`src/rtl/fetch_sequencer_pkg.sv`:
```
// Shared CPU fetch-control definitions: PC select codes, sequencer FSM
// states and the NOP encoding inserted by the IF stage on a kill.
package fetch_sequencer_pkg;

    typedef enum logic [1:0] {
        PC_SEQ = 2'd0,  // PC+1
        PC_JMP = 2'd1,  // J-type target (JMP and CALL)
        PC_BR  = 2'd2,  // I-type target (taken branch)
        PC_RET = 2'd3   // ReturnAddress from the RAS
    } pcsrc_e;

    typedef enum logic {
        ST_RUN  = 1'b0,
        ST_HOLD = 1'b1
    } seq_state_e;

    localparam logic [31:0] NOP_INSN = 32'h0000_0000;

endpackage

```
`src/rtl/ras_stack.sv`:
```
// Circular return-address stack. A push onto a full stack overwrites the
// oldest entry; a pop on an empty stack leaves it empty. Both cases latch a
// sticky error flag that only reset clears.
module ras_stack
    import fetch_sequencer_pkg::*;
#(
    parameter int RAS_DEPTH = 4,
    parameter int AW        = 16,
    localparam int PW       = $clog2(RAS_DEPTH),
    localparam int CW       = $clog2(RAS_DEPTH) + 1
) (
    input  logic          clk,
    input  logic          reset_n,
    input  logic          push,
    input  logic          pop,
    input  logic [AW-1:0] push_addr,
    output logic [AW-1:0] top,
    output logic [CW-1:0] count,
    output logic          overflow,
    output logic          underflow
);

    localparam logic [CW-1:0] FULL = CW'(RAS_DEPTH);

    logic [AW-1:0] ent_q [RAS_DEPTH];
    logic [AW-1:0] ent_d [RAS_DEPTH];
    logic [PW-1:0] ptr_q, ptr_d;      // next free slot; top is ptr_q-1
    logic [CW-1:0] cnt_q, cnt_d;
    logic          ovf_q, ovf_d;
    logic          unf_q, unf_d;
    logic [PW-1:0] top_idx;

    assign top_idx = ptr_q - PW'(1);

    // Next-state for pointer, count, flags and entry array; pop wins a tie
    always_comb begin
        ent_d = ent_q;
        ptr_d = ptr_q;
        cnt_d = cnt_q;
        ovf_d = ovf_q;
        unf_d = unf_q;
        if (pop) begin
            if (cnt_q == '0) begin
                unf_d = 1'b1;
            end else begin
                ptr_d = top_idx;
                cnt_d = cnt_q - CW'(1);
            end
        end else if (push) begin
            ent_d[ptr_q] = push_addr;
            ptr_d        = ptr_q + PW'(1);
            if (cnt_q == FULL) begin
                ovf_d = 1'b1;
            end else begin
                cnt_d = cnt_q + CW'(1);
            end
        end
    end

    // Control state, asynchronously cleared
    always_ff @(posedge clk or negedge reset_n) begin
        if (!reset_n) begin
            ptr_q <= '0;
            cnt_q <= '0;
            ovf_q <= 1'b0;
            unf_q <= 1'b0;
        end else begin
            ptr_q <= ptr_d;
            cnt_q <= cnt_d;
            ovf_q <= ovf_d;
            unf_q <= unf_d;
        end
    end

    // Entry storage; contents are don't-care while count is zero
    always_ff @(posedge clk) begin
        ent_q <= ent_d;
    end

    assign top       = (cnt_q == '0) ? '0 : ent_q[top_idx];
    assign count     = cnt_q;
    assign overflow  = ovf_q;
    assign underflow = unf_q;

endmodule

```
`src/rtl/fetch_sequencer.sv`:
```
// Fetch sequencer: picks the next-PC source from the ID-stage control class,
// kills the wrong-path IF instruction on redirects, and inserts a single
// cycle load-use stall that defers any redirect to the following cycle.
module fetch_sequencer
    import fetch_sequencer_pkg::*;
#(
    parameter int RAS_DEPTH = 4,
    parameter int AW        = 16,
    localparam int CW       = $clog2(RAS_DEPTH) + 1
) (
    input  logic          clk,
    input  logic          reset_n,
    input  logic          id_valid,
    input  logic          id_is_jmp,
    input  logic          id_is_call,
    input  logic          id_is_ret,
    input  logic          id_is_branch,
    input  logic          branch_taken,
    input  logic [AW-1:0] id_npc,
    input  logic          load_use_hazard,
    output logic [1:0]    PCsrc,
    output logic          stall,
    output logic          kill,
    output logic [AW-1:0] ReturnAddress,
    output logic [CW-1:0] ras_count,
    output logic          ras_overflow,
    output logic          ras_underflow
);

    seq_state_e    state_q, state_d;
    pcsrc_e        pcsrc_c;
    logic          stall_c, kill_c;
    logic          push, pop;
    logic [AW-1:0] ras_top;

    // State register; HOLD marks that the last cycle was a load-use stall
    always_ff @(posedge clk or negedge reset_n) begin
        if (!reset_n) begin
            state_q <= ST_RUN;
        end else begin
            state_q <= state_d;
        end
    end

    // Next state and Mealy redirect decision; ret > call > jmp > branch
    always_comb begin
        state_d = ST_RUN;
        stall_c = 1'b0;
        kill_c  = 1'b0;
        pcsrc_c = PC_SEQ;
        push    = 1'b0;
        pop     = 1'b0;
        if (state_q == ST_RUN && load_use_hazard) begin
            stall_c = 1'b1;
            state_d = ST_HOLD;
        end else if (id_valid) begin
            if (id_is_ret) begin
                pcsrc_c = PC_RET;
                kill_c  = 1'b1;
                pop     = 1'b1;
            end else if (id_is_call) begin
                pcsrc_c = PC_JMP;
                kill_c  = 1'b1;
                push    = 1'b1;
            end else if (id_is_jmp) begin
                pcsrc_c = PC_JMP;
                kill_c  = 1'b1;
            end else if (id_is_branch && branch_taken) begin
                pcsrc_c = PC_BR;
                kill_c  = 1'b1;
            end
        end
    end

    ras_stack #(
        .RAS_DEPTH (RAS_DEPTH),
        .AW        (AW)
    ) u_ras (
        .clk       (clk),
        .reset_n   (reset_n),
        .push      (push),
        .pop       (pop),
        .push_addr (id_npc),
        .top       (ras_top),
        .count     (ras_count),
        .overflow  (ras_overflow),
        .underflow (ras_underflow)
    );

    // Outputs are held quiet while reset is asserted
    assign stall         = reset_n & stall_c;
    assign kill          = reset_n & kill_c;
    assign PCsrc         = reset_n ? pcsrc_c : PC_SEQ;
    assign ReturnAddress = reset_n ? ras_top : '0;

endmodule

```
`config.mk`:
```
export PLATFORM = sky130hd
export DESIGN_NAME = fetch_sequencer
export DESIGN_NICKNAME = d
export VERILOG_FILES = /design/src/rtl/fetch_sequencer_pkg.sv /design/src/rtl/ras_stack.sv /design/src/rtl/fetch_sequencer.sv
export SDC_FILE = /design/constraint.sdc
export NUM_CORES = 1
export LEC_CHECK = 0
export BUFFER_PORTS_ARGS = -buffer_cell sky130_fd_sc_hd__buf_2
export CAP_MARGIN = 10
export CORE_MARGIN = 5
export CORE_UTILIZATION = 60
export DETAILED_ROUTE_END_ITERATION = 16
export PLACE_DENSITY = 0.84
export REMOVE_ABC_BUFFERS = 1
export SYNTH_ARGS = -nofsm -noshare
export SYNTH_HDL_FRONTEND = slang
export SYNTH_SLANG_ARGS = --single-unit
```
`constraint.sdc`:
```
create_clock -name clk -period 5.65 [get_ports clk]
set_clock_uncertainty 0.05 [all_clocks]
set_input_delay 0.2825 -clock clk [delete_from_list [all_inputs] [get_ports clk]]
set_output_delay 0.2825 -clock clk [all_outputs]
set_load 0.02 [all_outputs]
```
Word level (Yosys, flattened, before mapping)
Cells that the tools add are included.
{ "totals": {"register_bits": 72, "input_bits": 25, "elab_cells": 71} }
{ "classes": {"add_sub_neg": 4, "order_cmp": 3, "eq_ne": 3, "n_mux": 36, "bitwise_logic": 6, "reduce_logical": 10} }
{ "op_table": {"columns": ["cell", "count"], "rows": [
  ["16-bit two-way mux", 5],
  ["64-bit bitwise mux", 1],
  ["16-bit binary-select mux with 2-bit select", 1],
  ["16-bit demux with 2-bit select", 1],
  ["2-bit two-way mux", 10],
  ["1-bit two-way mux", 14],
  ["3-bit two-way mux", 4],
  ["3-bit >= comparator, second input constant", 2],
  ["2-bit inverter with 3-bit output", 2],
  ["2-bit AND reduction", 3],
  ["3-bit AND reduction", 2],
  ["2-bit inequality test, second input constant", 2],
  ["3-bit by 1-bit adder with 3-bit output, second input constant", 1],
  ["3-bit equality test, second input constant", 1],
  ["1-bit logical AND", 3],
  ["3-bit logical NOT", 1],
  ["3-bit by 1-bit less-than comparator with 1-bit output, second input constant", 1],
  ["3-bit by 1-bit subtractor with 3-bit output, second input constant", 1],
  ["2-bit by 1-bit adder with 2-bit output, second input constant", 1],
  ["1-bit AND", 2],
  ["1-bit inverter", 2],
  ["2-bit nonzero test", 1],
  ["2-bit by 1-bit subtractor with 2-bit output, second input constant", 1]
]} }

Longest topological paths before layout
{ "depth": {"depth_word": 8, "ltp_mapped": 9, "mapped_depth_nobuf": 8} }

Modules after synthesis
From an unflattened synthesis, not the netlist that was laid out.
{ "unflattened": {"hier_cells": 181, "hier_area_um2": 3184.3} }
{ "by_module_without_submodules": {"columns": ["module", "instances", "cells_each", "area_per_inst_um2", "seq_area_each_um2"], "rows": [
  ["ras_stack", 1, 151, 2955.3, 2097.0],
  ["fetch_sequencer", 1, 30, 229.0, 25.0]
]} }

Least setup slack after synthesis
OpenSTA, ideal clock, no wires.
{ "synth_timing": {"kind": "flip-flop to output port", "start": "register u_ras.ptr_q[0]", "end": "output port ReturnAddress[10]", "arrival_ns": 1.899, "required_time_ns": 5.318, "path_slack_ns": 3.419, "stages_incl_launch_ff": 9, "cell_sequence": "dfrtp_1 -> buf_6 -> buf_12 -> inv_1 -> ha_1 -> buf_2 -> buf_2 -> mux4_2 -> and3_1"} }
{ "synth_via": {"elab_chain_cells": 7} }
{ "synth_lines": {"columns": ["item", "line", "text"], "rows": [
  ["from (decl)", "ras_stack.sv:27", "logic [PW-1:0] ptr_q, ptr_d;"],
  ["from (signal assigned)", "ras_stack.sv:68", "ptr_q <= ptr_d;"],
  ["2-bit by 1-bit subtractor with 2-bit output", "ras_stack.sv:33", "assign top_idx = ptr_q - PW'(1);"],
  ["2-bit inverter with 3-bit output (not written as such)", "ras_stack.sv:80", "assign top = (cnt_q == '0) ? '0 : ent_q[top_idx];"],
  ["16-bit binary-select mux with 2-bit select", "ras_stack.sv:80", null],
  ["16-bit two-way mux (not written as such) (2 in series)", "ras_stack.sv:80", null],
  ["16-bit two-way mux", "ras_stack.sv:80", null],
  ["16-bit two-way mux", "fetch_sequencer.sv:94", "assign ReturnAddress = reset_n ? ras_top : '0;"],
  ["to (decl)", "fetch_sequencer.sv:24", "output logic [AW-1:0] ReturnAddress,"]
]} }
No other way between the ends. The select of a mux whose other input is x is not followed.

Worst setup path in the final report
{ "layout_timing": {"start": "register u_ras.ptr_q[0]", "end": "output port ReturnAddress[7]"} }
The elaborated chain is that of the path after synthesis.

==> results.json <==
{
  "wl_per_cell_um": 19.6,
  "dp_hpwl_mm": 3.56,
  "synth_xor_area_share_pct": 0.863,
  "max_cap_violations": 0,
  "fin_tns_setup_ns": 0,
  "start_util_pct": 60.8,
  "synth_area_um2": 3050,
  "grtUsageTotal_pct": 19.4,
  "peakVddDrop_v": 0.000322,
  "post_cts_resized": 0,
  "finalHoldViolations": 0,
  "max_freq_mhz": 281,
  "clk_pin_slew_ns": 0.07,
  "hold_depth": 1,
  "finalCritPeriodShare_pct": 63.0,
  "cp_max_fo": 20,
  "critPathMaxStageDelay_ns": 1.05,
  "wirelength_mm": 5.78,
  "muxShareOfSynthArea_pct": 13.5,
  "ant_nets": 0,
  "synth_cells": 167,
  "power.leakage_uw": 0.00140,
  "slew_violations": 0,
  "cts_root_buffer": "clkbuf_8",
  "synth-seq-cells": 72,
  "vias_per_cell": 5.76,
  "synth.most_common_cell": "edfxtp_1",
  "cts_buffer_depth": 2,
  "synth-seq-area-share_pct": 69.7,
  "place_ws_ns": 2.46,
  "grt_max_degree": 27,
  "slowest_stage": "dfrtp_1",
  "diodes": 0,
  "tightest_slew_ns": 1.06,
  "synth_cell_type_count": 35,
  "synthFlopType": "edfxtp_1",
  "synth_edf_count": 64,
  "criticalPathCategory": "register to primary output",
  "first_pass_iters": 4,
  "setup_viol": 0,
  "synth-async-reset-ratio_pct": 11.1,
  "rows": 26,
  "cts_tree": "done",
  "synth_fa_ha_area_share_pct": 2.30,
  "r2r_cells": 5,
  "nets": 249,
  "required_ns": 5.32,
  "syn2layout_area_growth_pct": 17.2,
  "status": "complete, no violations",
  "cp.arrival_ns": 3.22,
  "powerDensity_nw_per_um2": 480,
  "routabilityCongestion": 0.756,
  "period_needed_ns": 3.56,
  "drc": 0,
  "synthTopCellsByArea": "edfxtp_1 (63%), mux4_1 (6.9%), dfrtp_1 (6.6%), mux4_2 (5.9%), and3_1 (3.5%)",
  "drive_above_1_share_pct": 33.5,
  "antenna_found_initial": 0,
  "post-route-util_pct": 71.2,
  "crit_path_end_kind": "primary output",
  "synth_top_family_by_area": "multiplexers",
  "worstPathCellList": "inv_1, ha_1, mux4_2, and3_1, buf_2",
  "die_x_um": 81.2,
  "rsz0062_at_grt": "no",
  "grt_pass1_wl_mm": 9.01,
  "hold_path.class": "input pin to register",
  "synth_common_cells": "edfxtp_1 (64), and3_1 (17), dfrtp_1 (8), mux4_1 (8), mux4_2 (8)",
  "fp.dieArea_um2": 6600,
  "via_count": 1694,
  "grt_pass1_vias": 1764,
  "drt_iter0_drc": 107,
  "cts_max_level": 3,
  "portBuffers": 49,
  "io_pins": 50,
  "synth_largest_area_cell": "edfxtp_1",
  "die_y_um": 81.2,
  "relSlewSlack_pct": 29.0,
  "numCtsBuffers": 9,
  "clock-sinks": 72,
  "yosys_warnings": 0,
  "setup_slack_ns": 2.09,
  "core_um2": 5010,
  "startpoint_type": "register",
  "synth_compound_area_share_pct": 3.25,
  "syn_area_per_cell_um2": 18.2,
  "gr-total-overflow": 0,
  "synth_simple_gate_area_share_pct": 7.52,
  "clk_latency_ns": 0.34,
  "synth_top_area_share_pct": 63.1
}
## power breakdown
part | leakage, µW | switching [µW] | internal [µW] | total, µW
registers | 0.000671 | 61.4 | 619 | 681
logic | 0.000615 | 288 | 257 | 546
clock network | 0.000117 | 191 | 294 | 485
## sequential cells by signal (all words and copies together) (netlist names)
| signal | count |
|---|---|
| u_ras.ptr_q | 2 |
| u_ras.count | 3 |
| u_ras.overflow | 1 |
| u_ras.underflow | 1 |
| state_q | 1 |
| u_ras.ent_q | 64 |
## cell usage in the layout (no fill, tap or decap), types with 3 or more instances in the layout
cell type | netlist | layout
dfrtp_1 | 8 | 8
mux4_1 | 8 | 8
and3_1 | 17 | 17
and2_1 | 6 | 6
nand2_1 | 3 | 3
buf_2 | 3 | 49
clkbuf_8 | 0 | 9
a21oi_1 | 4 | 4
edfxtp_1 | 64 | 64
bufinv_16 | 0 | 3
xnor2_1 | 3 | 3
ha_1 | 4 | 4
inv_1 | 7 | 7
mux4_2 | 8 | 8
nor2_1 | 5 | 5
## area by class of cell
type | count | area [µm²]
clock buffers | 9 | 124
clock inverters | 7 | 119
fillers | 333 | 1440
inverters | 7 | 26.3
multi-input cells | 79 | 835
flip-flops and latches | 72 | 2120
well taps | 70 | 87.6
repair buffers | 50 | 255
## repair_timing
action                                 in CTS  in global routing
hold buffers                                1                  0
setup buffers                               0                  0
endpoints found under the hold margin       8                  0
## worst max-delay path: cells and delay by family, from the launching register on
| kind | cells | cell delay (ns) |
|---|---|---|
| flops | 1 | 1.05 |
| fa+ha+maj | 1 | 0.85 |
| mux | 1 | 0.42 |
| buf+inv | 2 | 0.35 |
| simple gates | 1 | 0.22 |
## logic make-up after synthesis
| family | count (synthesis) |
|---|---|
| XOR/XNOR | 3 |
| flip-flops | 72 |
| multiplexers | 18 |
| AND/OR/NAND/NOR | 39 |
| AO/OA/AOI/OAI | 14 |
| adder cells (fa/ha/maj) | 5 |
| buffers and inverters | 16 |
## worst paths after layout
| kind | start | to | slack (ns) |
|---|---|---|---|
| worst min register to register | u_ras.overflow | u_ras.overflow | 0.43 |
| worst min-delay path | id_npc[8] | u_ras.ent_q[8] | 0.11 |
| min in group asynchronous | reset_n | state_q | 0.37 |
| worst max-delay path | u_ras.ptr_q[0] | ReturnAddress[7] | 2.09 |
| worst max register to register | u_ras.ptr_q[0] | u_ras.ptr_q[1] | 2.91 |
| max in group asynchronous | reset_n | u_ras.overflow | 4.85 |
## routing by layer
layer  track usage, %  vias to the layer above  wire, µm
li1                 -                      776         -
met5                0                        -         0
met4             7.09                        0        45
met2             35.6                       72      3120
met3             3.66                        5       456
met1             22.4                      841      2150
## through the flow
stage                     instances  instance area, µm²  hold WS, ns  power (µW)
final                           294                3570        0.107        1710
after global placement          277                3320        0.198        1220
after floorplan                 158                2980      -0.0631        1070
after CTS                       294                3570       0.0977        1720
after detailed placement        277                3320        0.197        1230
after global routing            294                3570        0.108        1790
Power figures use the tool's default switching activity.
